File: config.mk
export PLATFORM = sky130hd
export DESIGN_NAME = fp_alu_seq
export DESIGN_NICKNAME = d
export VERILOG_FILES = /design/src/rtl/fp_alu_seq.sv
export SDC_FILE = /design/constraint.sdc
export NUM_CORES = 2
export LEC_CHECK = 0
export ABC_AREA = 1
export BUFFER_PORTS_ARGS = -buffer_cell sky130_fd_sc_hd__buf_2
export CAP_MARGIN = 0
export CORE_UTILIZATION = 45
export DETAILED_ROUTE_END_ITERATION = 10
export PLACE_DENSITY = 0.61
export REMOVE_ABC_BUFFERS = 1
export SLEW_MARGIN = 10
export SYNTH_ARGS = -nofsm -noshare
export SYNTH_HDL_FRONTEND = slang
export SYNTH_SLANG_ARGS = --single-unit
File: constraint.sdc
create_clock -name cpu_clk -period 9.8 [get_ports cpu_clk]
set_input_delay 0.49 -clock cpu_clk [delete_from_list [all_inputs] [get_ports cpu_clk]]
set_output_delay 0.49 -clock cpu_clk [all_outputs]
set_load 0.005 [all_outputs]
File: src/rtl/fp_alu_seq.sv
// fp_alu_seq: single-clock sequential FP add/sub/mul/div with a start/busy/done
// handshake, flush-to-zero operands, truncating rounding and exception flags.
module fp_alu_seq #(
   parameter int EXP_W = 8,
   parameter int MAN_W = 23
) (
   input  logic                 cpu_clk,
   input  logic                 reset,
   input  logic                 start,
   input  logic [2:0]           selector,
   input  logic [EXP_W+MAN_W:0] a,
   input  logic [EXP_W+MAN_W:0] b,
   output logic                 busy,
   output logic                 done,
   output logic [EXP_W+MAN_W:0] out,
   output logic [3:0]           flags
);
   localparam int W    = 1 + EXP_W + MAN_W;
   localparam int SW   = MAN_W + 2;          // significand work width, hidden bit at MAN_W
   localparam int EW2  = EXP_W + 2;          // two's-complement exponent work width
   localparam int PW   = 2 * MAN_W + 2;      // full product width
   localparam int CW   = $clog2(MAN_W + 2);
   localparam int BIAS = (1 << (EXP_W - 1)) - 1;
   localparam logic [EW2-1:0] EXP_MAX = EW2'((1 << EXP_W) - 1);
   localparam logic [W-1:0]   QNAN    = {1'b0, {EXP_W{1'b1}}, 1'b1, {(MAN_W-1){1'b0}}};
   localparam logic [2:0] OP_ADD = 3'd0, OP_MUL = 3'd1, OP_DIV = 3'd2, OP_SUB = 3'd3;

   typedef enum logic [2:0] {
      S_IDLE, S_SPECIAL, S_ALIGN, S_ADD, S_MUL, S_DIV, S_NORM, S_PACK
   } state_t;

   state_t           state_q, state_d;
   logic             busy_q, done_q, done_d;
   logic [W-1:0]     out_q, a_q, b_q, spec_res_q;
   logic [3:0]       flags_q, spec_flg_q;
   logic             sgn_q, sub_q, zero_q;
   logic [EW2-1:0]   exp_q;
   logic [SW-1:0]    sig_q, y_q, rem_q;
   logic [CW-1:0]    cnt_q;
   logic             ld_spec, ld_pack, accept;

   // input-side classification
   logic [EXP_W-1:0] a_exp, b_exp;
   logic [W-1:0]     b_in, sp_res;
   logic [3:0]       sp_flg;
   logic             sp_hit, a_zero, b_zero, sxor;

   assign accept = start && !busy_q;
   assign busy   = busy_q;
   assign done   = done_q;
   assign out    = out_q;
   assign flags  = flags_q;

   // Decide at accept time whether the operands take the single-state special path
   always_comb begin
      a_exp  = a[MAN_W +: EXP_W];
      b_exp  = b[MAN_W +: EXP_W];
      b_in   = (selector == OP_SUB) ? {~b[W-1], b[W-2:0]} : b;
      a_zero = (a_exp == '0);
      b_zero = (b_exp == '0);
      sxor   = a[W-1] ^ b[W-1];
      sp_hit = 1'b0;
      sp_res = '0;
      sp_flg = '0;
      if (selector > OP_SUB || (&a_exp) || (&b_exp)) begin
         sp_hit = 1'b1; sp_res = QNAN; sp_flg = 4'b1000;
      end else begin
         case (selector)
            OP_DIV: begin
               if (a_zero && b_zero) begin
                  sp_hit = 1'b1; sp_res = QNAN; sp_flg = 4'b1000;
               end else if (b_zero) begin
                  sp_hit = 1'b1; sp_res = {sxor, {EXP_W{1'b1}}, {MAN_W{1'b0}}}; sp_flg = 4'b0100;
               end else if (a_zero) begin
                  sp_hit = 1'b1; sp_res = {sxor, {(W-1){1'b0}}};
               end
            end
            OP_MUL: begin
               if (a_zero || b_zero) begin
                  sp_hit = 1'b1; sp_res = {sxor, {(W-1){1'b0}}};
               end
            end
            OP_ADD, OP_SUB: begin
               if (a_zero && b_zero) begin
                  sp_hit = 1'b1; sp_res = '0;
               end else if (a_zero) begin
                  sp_hit = 1'b1; sp_res = b_in;
               end else if (b_zero) begin
                  sp_hit = 1'b1; sp_res = a;
               end
            end
            default: ;
         endcase
      end
   end

   // ALIGN: order by magnitude and shift the smaller significand into place
   logic             swap;
   logic [W-1:0]     big, sml;
   logic [EXP_W-1:0] dif;
   logic [SW-1:0]    sig_big, sig_sml, sml_sh;
   always_comb begin
      swap    = b_q[W-2:0] > a_q[W-2:0];
      big     = swap ? b_q : a_q;
      sml     = swap ? a_q : b_q;
      dif     = big[MAN_W +: EXP_W] - sml[MAN_W +: EXP_W];
      sig_big = SW'({1'b1, big[MAN_W-1:0]});
      sig_sml = SW'({1'b1, sml[MAN_W-1:0]});
      sml_sh  = (32'(dif) > 32'(MAN_W + 1)) ? '0 : (sig_sml >> dif);
   end

   // ADD / MUL / DIV step datapath
   logic [SW-1:0] sum, rem_sub;
   logic [PW-1:0] prod;
   logic          ge;
   always_comb begin
      sum     = sub_q ? (sig_q - y_q) : (sig_q + y_q);
      prod    = PW'({1'b1, a_q[MAN_W-1:0]}) * PW'({1'b1, b_q[MAN_W-1:0]});
      ge      = rem_q >= y_q;
      rem_sub = ge ? (rem_q - y_q) : rem_q;
   end

   // NORM: leading-one detect and single shift to put the hidden bit at MAN_W
   logic [EW2-1:0] nsh, nrm_exp;
   logic [SW-1:0]  nrm_sig;
   logic           lz_hit;
   always_comb begin
      nsh    = '0;
      lz_hit = 1'b0;
      for (int i = MAN_W; i >= 0; i--) begin
         if (!lz_hit && sig_q[i]) begin
            lz_hit = 1'b1;
            nsh    = EW2'(MAN_W - i);
         end
      end
      if (sig_q[SW-1]) begin
         nrm_sig = sig_q >> 1;
         nrm_exp = exp_q + EW2'(1);
      end else begin
         nrm_sig = sig_q << nsh;
         nrm_exp = exp_q - nsh;
      end
   end

   // PACK: range-check the signed exponent and assemble the result word
   logic [W-1:0] pk_res;
   logic [3:0]   pk_flg;
   always_comb begin
      pk_res = {sgn_q, exp_q[EXP_W-1:0], sig_q[MAN_W-1:0]};
      pk_flg = '0;
      if (zero_q) begin
         pk_res = '0;
      end else if (!exp_q[EW2-1] && exp_q >= EXP_MAX) begin
         pk_res = {sgn_q, {EXP_W{1'b1}}, {MAN_W{1'b0}}};
         pk_flg = 4'b0010;
      end else if (exp_q[EW2-1] || exp_q == '0) begin
         pk_res = {sgn_q, {(W-1){1'b0}}};
         pk_flg = 4'b0001;
      end
   end

   // FSM state register
   always_ff @(posedge cpu_clk) begin
      if (reset) state_q <= S_IDLE;
      else       state_q <= state_d;
   end

   // FSM next-state logic
   always_comb begin
      state_d = state_q;
      case (state_q)
         S_IDLE: begin
            if (accept) begin
               if (sp_hit)                  state_d = S_SPECIAL;
               else if (selector == OP_MUL) state_d = S_MUL;
               else if (selector == OP_DIV) state_d = S_DIV;
               else                         state_d = S_ALIGN;
            end
         end
         S_SPECIAL: state_d = S_IDLE;
         S_ALIGN:   state_d = S_ADD;
         S_ADD:     state_d = S_NORM;
         S_MUL:     state_d = S_NORM;
         S_DIV:     if (cnt_q == CW'(MAN_W + 1)) state_d = S_NORM;
         S_NORM:    state_d = S_PACK;
         S_PACK:    state_d = S_IDLE;
         default:   state_d = S_IDLE;
      endcase
   end

   // FSM outputs: result-load strobes and the done pulse
   always_comb begin
      ld_spec = (state_q == S_SPECIAL);
      ld_pack = (state_q == S_PACK);
      done_d  = ld_spec || ld_pack;
   end

   // Datapath and handshake registers
   always_ff @(posedge cpu_clk) begin
      if (reset) begin
         busy_q <= 1'b0;  done_q <= 1'b0;
         out_q  <= '0;    flags_q <= '0;
         a_q    <= '0;    b_q <= '0;
         spec_res_q <= '0; spec_flg_q <= '0;
         sgn_q  <= 1'b0;  sub_q <= 1'b0;  zero_q <= 1'b0;
         exp_q  <= '0;    sig_q <= '0;    y_q <= '0;  rem_q <= '0;
         cnt_q  <= '0;
      end else begin
         done_q <= done_d;
         if (accept)      busy_q <= 1'b1;
         else if (done_q) busy_q <= 1'b0;
         if (ld_spec) begin
            out_q   <= spec_res_q;
            flags_q <= spec_flg_q;
         end
         if (ld_pack) begin
            out_q   <= pk_res;
            flags_q <= pk_flg;
         end
         case (state_q)
            S_IDLE: begin
               if (accept) begin
                  a_q        <= a;
                  b_q        <= b_in;
                  spec_res_q <= sp_res;
                  spec_flg_q <= sp_flg;
                  zero_q     <= 1'b0;
                  cnt_q      <= '0;
                  // divider seed; ALIGN and MUL overwrite these for their ops
                  rem_q      <= SW'({1'b1, a[MAN_W-1:0]});
                  y_q        <= SW'({1'b1, b[MAN_W-1:0]});
                  sig_q      <= '0;
                  sgn_q      <= sxor;
                  // quotient point sits one bit above MAN_W, folded into the exponent
                  exp_q      <= EW2'(a_exp) - EW2'(b_exp) + EW2'(BIAS - 1);
               end
            end
            S_ALIGN: begin
               sgn_q <= big[W-1];
               sub_q <= a_q[W-1] ^ b_q[W-1];
               exp_q <= EW2'(big[MAN_W +: EXP_W]);
               sig_q <= sig_big;
               y_q   <= sml_sh;
            end
            S_ADD: begin
               sig_q  <= sum;
               zero_q <= (sum == '0);
            end
            S_MUL: begin
               sgn_q <= a_q[W-1] ^ b_q[W-1];
               exp_q <= EW2'(a_q[MAN_W +: EXP_W]) + EW2'(b_q[MAN_W +: EXP_W]) - EW2'(BIAS);
               sig_q <= SW'(prod >> MAN_W);
            end
            S_DIV: begin
               sig_q <= {sig_q[SW-2:0], ge};
               rem_q <= SW'({rem_sub, 1'b0});
               cnt_q <= (cnt_q == CW'(MAN_W + 1)) ? '0 : cnt_q + CW'(1);
            end
            S_NORM: begin
               if (!zero_q) begin
                  sig_q <= nrm_sig;
                  exp_q <= nrm_exp;
               end
            end
            default: ;
         endcase
      end
   end
endmodule

# == Word-level counts from Yosys, hierarchy flattened ==
# Cells that the tools add are included.
# word_totals
register_bits,234
inputBits,70
# classes
mul,1
n_mux,111
n_addsub,11
bitwise_logic,3
n_shift,2
n_eq_ne,14
magnitude_cmp,5
reduce_logical,83
# op_table
operator,count
2-to-1 mux 32 bit,13
2-to-1 mux 10 bit,25
2-to-1 mux 25 bit,7
one-hot mux 25 bit (6 select lines),1
one-hot mux 25 bit (2 select lines),2
one-hot mux 32 bit (3 select lines),1
2-to-1 mux 31 bit,3
multiplier 24 x 24 -> 48 bit,1
one-hot mux 10 bit (4 select lines),1
2-to-1 mux 1 bit,37
> comparator 31 bit,1
logical AND 1 bit,26
adder 25 bit,1
>= comparator 25 bit,1
zero test 1 bit,25
zero test 25 bit,1
<< shifter 25 x 10 -> 25 bit,1
>> shifter 24 x 8 -> 25 bit,1
subtractor 25 bit,1
2-to-1 mux 24 bit,1
subtractor 24 bit,1
2-to-1 mux 4 bit,5
2-to-1 mux 3 bit,6
one-hot mux 3 bit (6 select lines),1
35 further kinds,67

# == Longest topological paths before layout ==
# logic_depth
word_depth,74
ltp_mapped,40

# == Least setup slack after synthesis ==
# Ideal clock, no wire load.
# synth_timing
path_type,register to register
from,register b_q[3]
to,register sig_q[20]
path_buffers,2
arrival_ns,6.826
setup_slack_ns,2.841
path_stages_with_launch,38
required_time_ns,9.668
setup_time_ns,0.132
path_cell_list,dfxtp_1 > clkbuf_1 > clkbuf_1 > nand2_1 > fa_1 > inv_1 > fa_1 > inv_1 > fa_1 > inv_1 > fa_1 > inv_1 > fa_1 > inv_1 > fa_1 > inv_1 > fa_1 > inv_1 > [... 2 more ...] > nor2_1 > a211oi_1 > o21ai_0 > a21boi_0 > o21ai_0 > nand2_1 > nand2_1 > nand2_1 > o211ai_1 > nand2_1 > nand2_1 > nand2_1 > nand2_1 > or2_2 > nand3_1 > nand3_1 > nand2_1 > a21oi_1
# synth_via
elab_chain_len,3
word_cells_on_any_way,4
classes_between,mul: 1; order compare: 1; mux: 2
# synth_rtl
item,line_no,rtl
start: declaration,34,"logic [W-1:0] out_q, a_q, b_q, spec_res_q;"
start signal: assignment,224,b_q <= b_in;
"parallel branches: the longest is 2 deep, another holds multiplier 24 x 24 -> 48 bit",-,
one-hot mux 25 bit (6 select lines) *,220,case (state_q)
end signal: assignment,242,sig_q <= sig_big;
end signal: assignment,246,sig_q <= sum;
end signal: assignment,252,sig_q <= SW'(prod >> MAN_W);
end: declaration,38,"logic [SW-1:0] sig_q, y_q, rem_q;"
# Mark *: on every way between the ends.
# A chain may end at the register's enable or synchronous reset.

# == Worst setup path in the final report ==
# layout_timing
from,register b_q[7]
to,register sig_q[24]
# layout_via
elab_chain_len,2
# layout_rtl
item,line_no,rtl
multiplier 24 x 24 -> 48 bit,118,"prod = PW'({1'b1, a_q[MAN_W-1:0]}) * PW'({1'b1, b_q[MAN_W-1:0]});"
one-hot mux 25 bit (6 select lines),220,
# Every way passes these cells.

==> results.yml <==
cts:
  tritoncts.num_buffers: 28
  post_cts_resized: 0
  worstSkewPairLatency_ns: 0.60
  worst_setup_hold_path_clk_slew_ns: 0.07
  cts-htree-levels: 1
  tritoncts_clock_tree: "done"
  clk_root_buffer_cell: "sky130_fd_sc_hd__clkbuf_16"
  cts_buffer_depth: 3
  numClockSinks: 231
  cts_hold_repair.buffers: 0
  post-cts-setup-buffers: 0
power_and_ir_drop:
  switching_share_pct: 61.3
  clock_power_share_pct: 9.7
  internal_power_w: 0.00456
  p_sw_w: 0.00723
  max-vdd-ir-drop_mv: 0.257
  power.static_leakage_nw: 21.4
  relative_contribution_of_sequential_cells_to_total_power_pct: 12.6
  power_frac_comb_pct: 77.7
  power.density_cell_area_nw_per_um2: 293
die:
  rows: 105
  die-height_um: 292
  start_util_pct: 45.8
  core_region_area_um2: 82600
  design.portCount: 108
  dieWidth_um: 292
  design.die.area_um2: 85200
final_layout:
  multiInputGateArea_um2: 27800
  layout-drive-gt1-share_pct: 5.46
  design_area_um2: 40300
  area_delta_synth_final_pct: 6.60
  final-instance-count-excl-fill: 6508
  finalNetCount: 6282
  layout.filler_cells: 8514
  layout.area.seq_um2: 4620
synth:
  syn-cell-area_um2: 37800
  yosys.area_share.xor_xnor_pct: 2.20
  sequential_share_of_the_synthesized_area_pct: 12.2
  post_synth_fa_ha_maj_area_fraction_pct: 35.9
  synth.distinct_cells: 62
  synthDominantCellAreaShare_pct: 25.7
  post_synth_mux_area_share_pct: 0
  register_bit_total_from_synthesis: 231
  synth_top_family_by_area: "adder cells"
  syn_inst: 5459
  ys_async_sr_fraction_pct: 0
  synth_edf_count: 0
  compound_gate_fraction_of_synth_area_pct: 13.5
  syn-mean-instance-area_um2: 6.93
  post_synth_main_area_contributors: "sky130_fd_sc_hd__fa_1 (26%), sky130_fd_sc_hd__nand2_1 (13%), sky130_fd_sc_hd__dfxtp_1 (12%)"
  synthFlopType: "sky130_fd_sc_hd__dfxtp_1"
  synth-warning-count: 0
  post_synth_simple_gate_area_pct: 21.8
  synthDominantAreaCellType: "sky130_fd_sc_hd__fa_1"
grt:
  antenna_found_initial: 5
  grt_pass1_wl_um: 211000
  track_usage_pct: 32.2
  grt_pass1_vias: 35641
  grt_overflow_total: 0
  grt_max_degree: 97
sta:
  clock-skew-final_ns: 0.0364
  grt_setup_unrepaired: "no"
  min_period_over_period_pct: 82.1
  hold_violations: 0
  setup_viol: 0
  setup_tns_ns: 0
  slew_viol_final: 0
  slew_headroom_pct: 24.0
  timing.fmax_mhz: 124
  fin_crit_ns: 8.05
  timing.hold.ws_ns: 0.202
  max_slew.worst_pin.slew_ns: 1.14
placed_design:
  placedCellCount: 6458
  place.port_buffers: 107
  placement.cell_area_um2: 39300
  place.gp.congestion: 1.01
  dp_hpwl_um: 109000
route:
  wl_cell_um: 21.0
  drt_first_pass_iters: 6
  ant_nets: 0
  routed_wirelength_um: 137000
  via_per_inst: 5.54
  first_iter_violations: 3097
  detail_route.drc_violations: 0
  num_vias: 36051
critical_path:
  reg2reg_slack_ns: 1.75
  critPathRequiredTime_ns: 10.27
  critical-path-slowest-cell: "sky130_fd_sc_hd__dfxtp_1"
  cp_top_family: "adder cells"
  path_common_cell: "sky130_fd_sc_hd__nand2_1"
  cp_max_fanout: 17
  timing.critical_path.buf_inv: 7
  critical_path.max_stage_delay_ns: 0.87
  setup.worst_path.start_class: "register"
  arrival_ns: 8.52
  cp-end-kind: "register"
  timing_worst_setup_path_type: "reg2reg"
min_path:
  hold_path_class: "in2reg"
job:
  cap_viol_max_count: 0
outcome:
  run_status: "finished, final reports clean"
logic make-up (layout without fill, tap and decap cells):
group	Yosys count	in the layout
AO/OA/AOI/OAI	918	918
other	0	2
flip-flops	231	231
XOR/XNOR	92	92
AND/OR/NAND/NOR	1988	1988
adder cells (fa/ha/maj)	794	794
buffers and inverters	1436	1413
per-layer routing:
layer	track usage [%]	share of wire [%]	vias up
li1	-	-	16832
met1	42.3	42	17646
met2	54.5	47	1325
met3	4.26	7.2	244
met4	10.3	3.6	4
met5	0	0.025	-
worst min-delay path, cell delays in order:
cell	delay (ns)
sky130_fd_sc_hd__buf_2	0.12
sky130_fd_sc_hd__inv_1	0.08
sky130_fd_sc_hd__a21oi_1	0.06
layout make-up:
| type | instances | area share (%) |
|---|---|---|
| flip-flops and latches | 231 | 11.5 |
| clock inverters | 12 | 0.484 |
| well taps | 1070 | 3.32 |
| multi-input cells | 3792 | 68.9 |
| inverters | 1174 | 10.9 |
| clock buffers | 36 | 1.94 |
| diodes | 2 | 0.0124 |
| repair buffers | 191 | 2.90 |
power groups by stage:
stage                     Clock (W)  Combinational, W  Sequential (W)
after floorplan                   0           0.00597         0.00145
after detailed placement          0           0.00889         0.00150
final                       0.00114           0.00917         0.00149
after global placement            0           0.00888         0.00150
after CTS                   0.00115           0.00894         0.00148
after global routing        0.00119            0.0101         0.00151
synth_stat cells, types with 15 or more instances:
master / instances
sky130_fd_sc_hd__inv_1: 1162
sky130_fd_sc_hd__ha_1: 308
sky130_fd_sc_hd__nand2_1: 1278
sky130_fd_sc_hd__o22ai_1: 15
sky130_fd_sc_hd__dfxtp_1: 231
sky130_fd_sc_hd__nor3_1: 34
sky130_fd_sc_hd__o21ai_1: 18
sky130_fd_sc_hd__a21oi_1: 392
sky130_fd_sc_hd__nand3_1: 316
sky130_fd_sc_hd__o21ai_0: 309
sky130_fd_sc_hd__o21a_1: 36
sky130_fd_sc_hd__xor2_1: 57
sky130_fd_sc_hd__clkbuf_1: 229
sky130_fd_sc_hd__fa_1: 486
sky130_fd_sc_hd__nor4_1: 18
sky130_fd_sc_hd__o211ai_1: 46
sky130_fd_sc_hd__nor2_1: 256
sky130_fd_sc_hd__a31oi_1: 25
sky130_fd_sc_hd__buf_1: 18
sky130_fd_sc_hd__xnor2_1: 33
sky130_fd_sc_hd__nand4_1: 43
state kept, by name, summed over array words and instances (netlist names), 5 cells and up:
name,count
out,32
spec_res_q,32
y_q,24
a_q,32
sig_q,25
cnt_q,5
rem_q,25
exp_q,10
b_q,32
layout by cell type, fill, tap and decap left out, types with 6 or more instances in the layout:
| cell type | netlist | final |
|---|---|---|
| sky130_fd_sc_hd__nand4_1 | 43 | 43 |
| sky130_fd_sc_hd__inv_2 | 6 | 8 |
| sky130_fd_sc_hd__o221ai_1 | 12 | 12 |
| sky130_fd_sc_hd__nor4_1 | 18 | 16 |
| sky130_fd_sc_hd__ha_1 | 308 | 308 |
| sky130_fd_sc_hd__xnor2_1 | 33 | 33 |
| sky130_fd_sc_hd__nor3_2 | 2 | 6 |
| sky130_fd_sc_hd__dfxtp_1 | 231 | 231 |
| sky130_fd_sc_hd__buf_2 | 7 | 106 |
| sky130_fd_sc_hd__a31oi_1 | 25 | 25 |
| sky130_fd_sc_hd__a21oi_1 | 392 | 392 |
| sky130_fd_sc_hd__inv_1 | 1162 | 1160 |
| sky130_fd_sc_hd__o21a_1 | 36 | 36 |
| sky130_fd_sc_hd__xor2_1 | 57 | 57 |
| sky130_fd_sc_hd__nand2_1 | 1278 | 1278 |
| sky130_fd_sc_hd__clkbuf_16 | 0 | 28 |
| sky130_fd_sc_hd__o31ai_1 | 9 | 9 |
| sky130_fd_sc_hd__a211oi_1 | 9 | 9 |
| sky130_fd_sc_hd__o21ai_0 | 309 | 309 |
| sky130_fd_sc_hd__nor3_1 | 34 | 30 |
| sky130_fd_sc_hd__buf_4 | 3 | 85 |
| sky130_fd_sc_hd__fa_1 | 486 | 486 |
| sky130_fd_sc_hd__nand3_1 | 316 | 316 |
| sky130_fd_sc_hd__o21ai_1 | 18 | 18 |
| sky130_fd_sc_hd__o21bai_1 | 10 | 10 |
| sky130_fd_sc_hd__nor2_1 | 256 | 254 |
| sky130_fd_sc_hd__a21boi_0 | 7 | 7 |
| sky130_fd_sc_hd__o211ai_1 | 46 | 46 |
| sky130_fd_sc_hd__or2_2 | 12 | 12 |
| sky130_fd_sc_hd__o22ai_1 | 15 | 15 |
stage by stage:
stage	setup WS, ns	power (W)	util (%)
2_1_floorplan	2.50	0.00742	-
3_3_place_gp	1.91	0.0104	47.6
3_5_place_dp	1.94	0.0104	47.6
4_1_cts	1.93	0.0116	48.8
5_1_grt	1.32	0.0128	48.8
6_report	1.75	0.0118	48.8
final timing paths:
path | from | to | depth (start not counted)
worst max register to register | b_q[7]$_SDFFE_PP0P_ | sig_q[24]$_SDFFE_PP0P_ | 32
worst min-delay path | a[31] | a_q[31]$_SDFFE_PP0P_ | 3
worst min register to register | spec_res_q[15]$_SDFFE_PP0P_ | spec_res_q[15]$_SDFFE_PP0P_ | 2
worst max-delay path | b_q[7]$_SDFFE_PP0P_ | sig_q[24]$_SDFFE_PP0P_ | 32
Note: power is estimated with default switching activity, not from simulation.
